## src/rtl/reg_bank_mp.sv

```systemverilog
`default_nettype none
// ============================================================================
// Module      : reg_bank_mp
// Description : Parametrised multi-port register bank with a per-entry
//               pending (busy) scoreboard for a pipelined RISC core.
//               Decode reads operands and marks destinations busy at issue.
//               Writeback writes results and clears the busy flags.
//
// Ports
//   clk           rising-edge clock
//   rst           synchronous active-high reset
//   i_rd_addr     NUM_RD packed read addresses   (port r = [r*ADDR_W +: ADDR_W])
//   o_rd_data     NUM_RD packed read data        (port r = [r*DATA_W +: DATA_W])
//   o_rd_busy     per read port: addressed entry has a pending producer
//   i_wr_en       per write port enable
//   i_wr_addr     NUM_WR packed write addresses
//   i_wr_data     NUM_WR packed write data
//   i_issue_en    mark i_issue_addr pending
//   i_issue_addr  destination of the issued instruction
//   o_wr_conflict registered: two or more enabled write ports hit the same
//                 address in the previous cycle
//
// Revision    : 1.0 - initial release
// ============================================================================
module reg_bank_mp #(
   parameter int DATA_W   = 32,
   parameter int ADDR_W   = 5,
   parameter int NUM_RD   = 2,
   parameter int NUM_WR   = 2,
   parameter int ZERO_REG = 1,
   parameter int BYPASS   = 1
) (
   input  logic                       clk,
   input  logic                       rst,
   input  logic [NUM_RD*ADDR_W-1:0]   i_rd_addr,
   output logic [NUM_RD*DATA_W-1:0]   o_rd_data,
   output logic [NUM_RD-1:0]          o_rd_busy,
   input  logic [NUM_WR-1:0]          i_wr_en,
   input  logic [NUM_WR*ADDR_W-1:0]   i_wr_addr,
   input  logic [NUM_WR*DATA_W-1:0]   i_wr_data,
   input  logic                       i_issue_en,
   input  logic [ADDR_W-1:0]          i_issue_addr,
   output logic                       o_wr_conflict
);

   localparam int c_DEPTH = 2 ** ADDR_W;

   logic [DATA_W-1:0]  r_mem [c_DEPTH];
   logic [c_DEPTH-1:0] r_pending;
   logic               r_conflict;

   logic [ADDR_W-1:0]  w_wr_addr [NUM_WR];
   logic [DATA_W-1:0]  w_wr_data [NUM_WR];
   logic [NUM_WR-1:0]  w_wr_keep;
   logic               w_conflict;
   logic [c_DEPTH-1:0] w_pend_next;
   logic               w_issue_keep;

   // Unpack write ports; a write is "kept" unless it targets the hardwired
   // zero entry, so dropped writes neither store, clear pending, nor conflict.
   for (genvar p = 0; p < NUM_WR; p++) begin : g_wr
      assign w_wr_addr[p] = i_wr_addr[p*ADDR_W +: ADDR_W];
      assign w_wr_data[p] = i_wr_data[p*DATA_W +: DATA_W];
      assign w_wr_keep[p] = i_wr_en[p] &&
                            !((ZERO_REG != 0) && (w_wr_addr[p] == '0));
   end

   assign w_issue_keep = i_issue_en &&
                         !((ZERO_REG != 0) && (i_issue_addr == '0));

   // Any pair of kept write ports aiming at the same entry is a conflict.
   always_comb begin
      w_conflict = 1'b0;
      for (int p = 0; p < NUM_WR; p++) begin
         for (int q = p + 1; q < NUM_WR; q++) begin
            if (w_wr_keep[p] && w_wr_keep[q] && (w_wr_addr[p] == w_wr_addr[q]))
               w_conflict = 1'b1;
         end
      end
   end

   // Writes clear first, then issue sets: a same-cycle issue to a written
   // entry leaves it pending because the new producer is still in flight.
   always_comb begin
      w_pend_next = r_pending;
      for (int p = 0; p < NUM_WR; p++) begin
         if (w_wr_keep[p])
            w_pend_next[w_wr_addr[p]] = 1'b0;
      end
      if (w_issue_keep)
         w_pend_next[i_issue_addr] = 1'b1;
   end

   // Ports are applied in ascending order so the highest-index port wins.
   always_ff @(posedge clk) begin
      if (rst) begin
         for (int i = 0; i < c_DEPTH; i++)
            r_mem[i] <= '0;
      end else begin
         for (int p = 0; p < NUM_WR; p++) begin
            if (w_wr_keep[p])
               r_mem[w_wr_addr[p]] <= w_wr_data[p];
         end
      end
   end

   always_ff @(posedge clk) begin
      if (rst) begin
         r_pending  <= '0;
         r_conflict <= 1'b0;
      end else begin
         r_pending  <= w_pend_next;
         r_conflict <= w_conflict;
      end
   end

   assign o_wr_conflict = r_conflict;

   // Read ports: zero entry overrides everything, then the same-cycle bypass
   // (highest-index matching write port), then the stored value.
   for (genvar r = 0; r < NUM_RD; r++) begin : g_rd
      logic [ADDR_W-1:0] w_ra;
      logic              w_zero;
      logic              w_hit;
      logic [DATA_W-1:0] w_byp;

      assign w_ra   = i_rd_addr[r*ADDR_W +: ADDR_W];
      assign w_zero = (ZERO_REG != 0) && (w_ra == '0);

      always_comb begin
         w_hit = 1'b0;
         w_byp = '0;
         if ((BYPASS != 0) && !w_zero) begin
            for (int p = 0; p < NUM_WR; p++) begin
               if (i_wr_en[p] && (w_wr_addr[p] == w_ra)) begin
                  w_hit = 1'b1;
                  w_byp = w_wr_data[p];
               end
            end
         end
      end

      assign o_rd_data[r*DATA_W +: DATA_W] = w_zero ? '0 :
                                             (w_hit ? w_byp : r_mem[w_ra]);
      assign o_rd_busy[r] = r_pending[w_ra] & ~w_hit & ~w_zero;
   end

endmodule
`default_nettype wire
```

## config.mk

```make
export PLATFORM = sky130hd
export DESIGN_NAME = reg_bank_mp
export DESIGN_NICKNAME = d
export VERILOG_FILES = /design/src/rtl/reg_bank_mp.sv
export SDC_FILE = /design/constraint.sdc
export NUM_CORES = 2
export LEC_CHECK = 0
export ABC_CLOCK_PERIOD_IN_PS = 2500
export CAP_MARGIN = 20
export CORE_UTILIZATION = 57
export DETAILED_ROUTE_END_ITERATION = 10
export PLACE_DENSITY_LB_ADDON = 0.05
export SLEW_MARGIN = 20
export SYNTH_ARGS = -nofsm -noshare
export SYNTH_HDL_FRONTEND = slang
export SYNTH_SLANG_ARGS = --single-unit
```

## constraint.sdc

```tcl
create_clock -name clk -period 2.5 [get_ports clk]
set_input_delay 0.5 -clock clk [delete_from_list [all_inputs] [get_ports clk]]
set_output_delay 0.5 -clock clk [all_outputs]
set_load 0.005 [all_outputs]
```

**After elaboration in Yosys (flattened, before gate mapping)**

Memories as Yosys holds them, arrays and structs flattened.
Index checks and enable logic that the tools add are counted.

- Input bits: 94
- Bits in writable memories: 1024
- Bits in registers: 33
- Output and inout bits: 67
- Word-level logic and storage cells: 93
- Memories kept: 1

- Bitwise logic cells: 13
- Equal/unequal tests: 5
- Reduce and logical (&&, ||, !) cells: 22
- Order comparisons: 8
- Muxes and demuxes: 42

Memory list:

| memory | words | bits a word | rd ports | clocked after memory_dff | wr ports | line | text |
|---|---|---|---|---|---|---|---|
| r_mem | 32 | 32 | 2 | 0 | 32 | 48 | `logic [DATA_W-1:0] r_mem [c_DEPTH];` |

Operators with widths:

| operator | number |
|---|---|
| $mux 32 | 13 |
| $and 32x32->32 | 2 |
| $not 32->32 | 2 |
| $reduce_or 32->1 | 2 |
| $or 32x32->32 | 1 |
| $lt 5x6->1 const B | 5 |
| $eq 5x5->1 | 5 |
| $logic_not 5->1 | 5 |
| $mux 1 | 22 |
| $demux 1 s5 | 3 |
| $ge 5x1->1 const B | 3 |
| $logic_and 1x1->1 | 12 |
| $bmux 1 s5 | 2 |
| $mux 5 | 2 |
| $and 1x1->1 | 4 |
| $not 1->1 | 4 |
| $logic_not 1->1 | 3 |

**Longest topological paths before layout**

- Depth after elaboration: 11
- Gate-level depth with buffers: 10
- Mapped depth without buffers: 5

**Worst setup path before layout**

OpenSTA, ideal clock, no wires.

- Kind: input to register
- From: input i_wr_addr[3]
- To: memory r_mem[8][0], enable pin
- Setup slack: -147 ps
- Buffers on the path: 2
- Setup time: 394 ps
- Required time: 2106 ps
- Data arrival time: 2253 ps
- Cell stages on the path: 5
- Path through: buf_2 > or3b_2 > buf_2 > o22a_1 > nand2b_1

RTL lines:

| item | line | text |
|---|---|---|
| start: declaration | 39 | `input logic [NUM_WR*ADDR_W-1:0] i_wr_addr,` |
| end: declaration | 48 |  |

==> results by group <==
STA
  • Hold slack final: 0.399 ns
  • Final Hold Vio Count: 0
  • Skew final: 0 ns
  • RSZ-0062 raised after global routing: yes
  • Slew HR: 57.2%
  • Slew Limit Fails: 0
  • Final Cycle Share: 127%
  • Fmax: 0.315 GHz
  • Final min period: 3.17 ns
  • Worst setup slack after layout: -0.672 ns
  • Worst slew pin tran: 0.639 ns
  • Final setup vio count: 66

Placement
  • Pre-CTS WS: -1.66 ns
  • Placed insts: 6013
  • GP Congestion: 1.03
  • HPWL after DPL: 172 mm
  • Port bufs: 160
  • DP Area: 0.0726 mm²

Worst setup path
  • Critical path's slowest cell: mux4_2
  • Critical Setup Path Class: reg2out
  • WP buf/inv: 1
  • Crit path cell chain: mux4_2 -> mux2_4 -> a221oi_4 -> a221oi_2 -> buf_2
  • Worst Setup SP: r_mem[16][10]$_DFFE_PP_
  • Peak per-stage delay on the critical path: 0.52 ns
  • Worst setup SP type: flip-flop
  • Worst Setup End Kind: output pin
  • Crit path arrival time: 2.67 ns
  • R2r startpoint: r_pending[1]$_SDFF_PP0_
  • Worst-path fanout max: 2
  • Top delay family on crit path: multiplexers
  • WP data required: 2.00 ns

Floorplan
  • Die Wd: 332 µm
  • Rows: 120
  • Die outline area: 0.111 mm²
  • Height of the chip: 332 µm
  • Core area: 0.108 mm²
  • Starting density of the core: 57.8%
  • I/O pins: 161

Run status
  • Failing checks: setup timing
  • Outcome: finished, violations left

Clock tree
  • Htree depth: 3
  • Clock root buffer: clkbuf_16
  • # hold bufs at CTS: 0
  • CTS Buffer Depth: 3
  • CTS Buf Count: 114
  • CTS Sinks: 1057
  • Clk_lat worst skew: 0.72 ns
  • Clock transition at path regs: 0.06 ns
  • CTS tree: done

Min path
  • Hold path start: rst
  • Worst hold path type: in2reg

GRT
  • Largest net degree at the start of global routing: 43
  • Initial antenna violation count: 2
  • Tot GR Track Use: 46.7%
  • Total grt overflow: 0
  • First-pass GRT wire length: 363 mm
  • Vias in the first global route: 48964

Final layout
  • Share of cells above drive strength 1: 40.3%
  • Fin cells: 6352
  • Synth-to-layout area growth: 27.9%
  • Nets@finish: 4952
  • Fill cell count: 6804
  • Multi-input gate area: 0.0298 mm²
  • Register area: 0.0314 mm²
  • Final instance area: 0.0796 mm²

Logic synthesis
  • Synth area leader: edfxtp_1
  • Synth Area in Simple Gates: 2.73%
  • Async set-reset flop share out of synthesis: 0%
  • Mux share of post-synthesis cell area: 20.5%
  • Number of synthesized flops with an enable pin: 1024
  • Synth Warn #: 0
  • Synth unique cells: 62
  • Largest family of logic cells by synthesized area: multiplexers
  • Most common cell in the netlist: a22o_1
  • Flops & latches, synth: 1057
  • Syn avg cell area: 14.4 µm²
  • Adder-cell area share of the yosys netlist: 0%
  • Synth Area in XOR/XNOR: 0.338%
  • Top FF cell, synth: edfxtp_1
  • Ranking of synthesized cells by area: edfxtp_1 49%, mux4_2 17%, a22o_1 15%
  • Top post-synthesis cells by count: 1055 x a22o_1, 1024 x edfxtp_1, 462 x mux4_2
  • Sequential area share after synthesis: 50.5%
  • Syn Inst Count: 4319
  • Post-Synthesis Cell Area: 0.0623 mm²
  • Compound-gate portion of the synthesized area: 20.2%
  • Area share of the largest cell type after synthesis: 49.4%

Detailed routing
  • ANT nets after route: 0
  • Vias per cell: 7.88
  • Routed length per instance: 41.1 µm
  • Vias: 50082
  • Drt first pass iters: 8
  • DRT iter0 DRCs: 8697
  • Routed wire length: 261 mm
  • Residual DRC: 0

Pwr
  • Total power: 46.9 mW
  • Maximum VDD drop: 0.000692 V
  • Pwr dens: 589 mW/mm²
  • Lkg Pwr: 28.6 nW

Flow run
  • Max Cap Viol: 0
-- power breakdown --
group	switching (mW)	internal, mW
Clock	7.25	9.88
Sequential	0.555	20.5
Combinational	4.75	3.92
-- stage by stage --
step | TNS, ns | utilization, %
after floorplan | -2.86 | -
after global placement | -702.88 | 67.4
after detailed placement | -698.14 | 67.4
after CTS | -31.85 | 73.2
after global routing | -34.11 | 73.9
final | -32.30 | 73.9
-- per-layer routing --
layer | track usage (%) | part of all wire [%]
met4 | 29.0 | 7.6
met2 | 68.3 | 43
met1 | 60.3 | 34
met5 | 0 | 0.066
met3 | 15.2 | 15
-- flip-flops by register name, summed over array words and instances (netlist names) --
signal / cells
o_wr_conflict: 1
r_mem: 1024
r_pending: 32
-- cells by family after synthesis --
logic type / count (synthesis)
flops: 1057
other cells: 1
simple gates: 292
compound gates: 1488
mux: 696
xor+xnor: 24
buf+inv: 761
-- worst min-delay path: stages --
cell and delay [ns]:
buf_4 0.21, buf_12 0.23, nor2b_1 0.12
-- final timing paths --
| path | end | slack [ns] | depth (start not counted) |
|---|---|---|---|
| worst max-delay path | o_rd_data[10] | -0.67 | 5 |
| worst min-delay path | r_pending[0]$_SDFF_PP0_ | 0.40 | 3 |
| worst max register to register | r_pending[1]$_SDFF_PP0_ | 1.63 | 3 |
| worst min register to register | r_pending[13]$_SDFF_PP0_ | 0.49 | 2 |
-- timing repair --
| action | CTS | global route |
|---|---|---|
| cloned | 13 | 4 |
| buffers inserted | 116 | 35 |
| gates resized for setup | 571 | 126 |
| endpoints found under the setup margin | 66 | 66 |
| pin swaps | 147 | 83 |
-- placed cells by master (no fill, tap or decap), types with 19 or more instances in the layout --
cell,count
nor2_4,36
buf_4,555
a221oi_4,38
or3_2,27
buf_2,65
inv_1,57
mux2i_1,194
mux2_4,27
clkbuf_1,19
dfxtp_1,29
o21ai_0,41
a22oi_1,114
o221ai_2,19
a21o_1,21
nor2_1,82
mux4_2,462
clkinv_1,26
a31oi_4,27
conb_1,32
edfxtp_1,1024
a22o_1,1044
clkbuf_16,120
a31oi_1,32
buf_12,297
buf_6,63
clkinv_2,21
nor3_4,31
clkdlybuf4s50_1,72
o22a_1,30
a221oi_2,24
-- area by class of cell --
class	instances	share of cell area (%)
antenna	2	0.00629
clock buffer	135	3.74
clock inverter	70	0.926
inverter	57	0.269
multi-input combinational	2533	37.5
sequential	1057	39.5
tap	1403	2.21
timing repair buffer	1095	15.9
No activity file was read; power rests on OpenSTA's default activity.
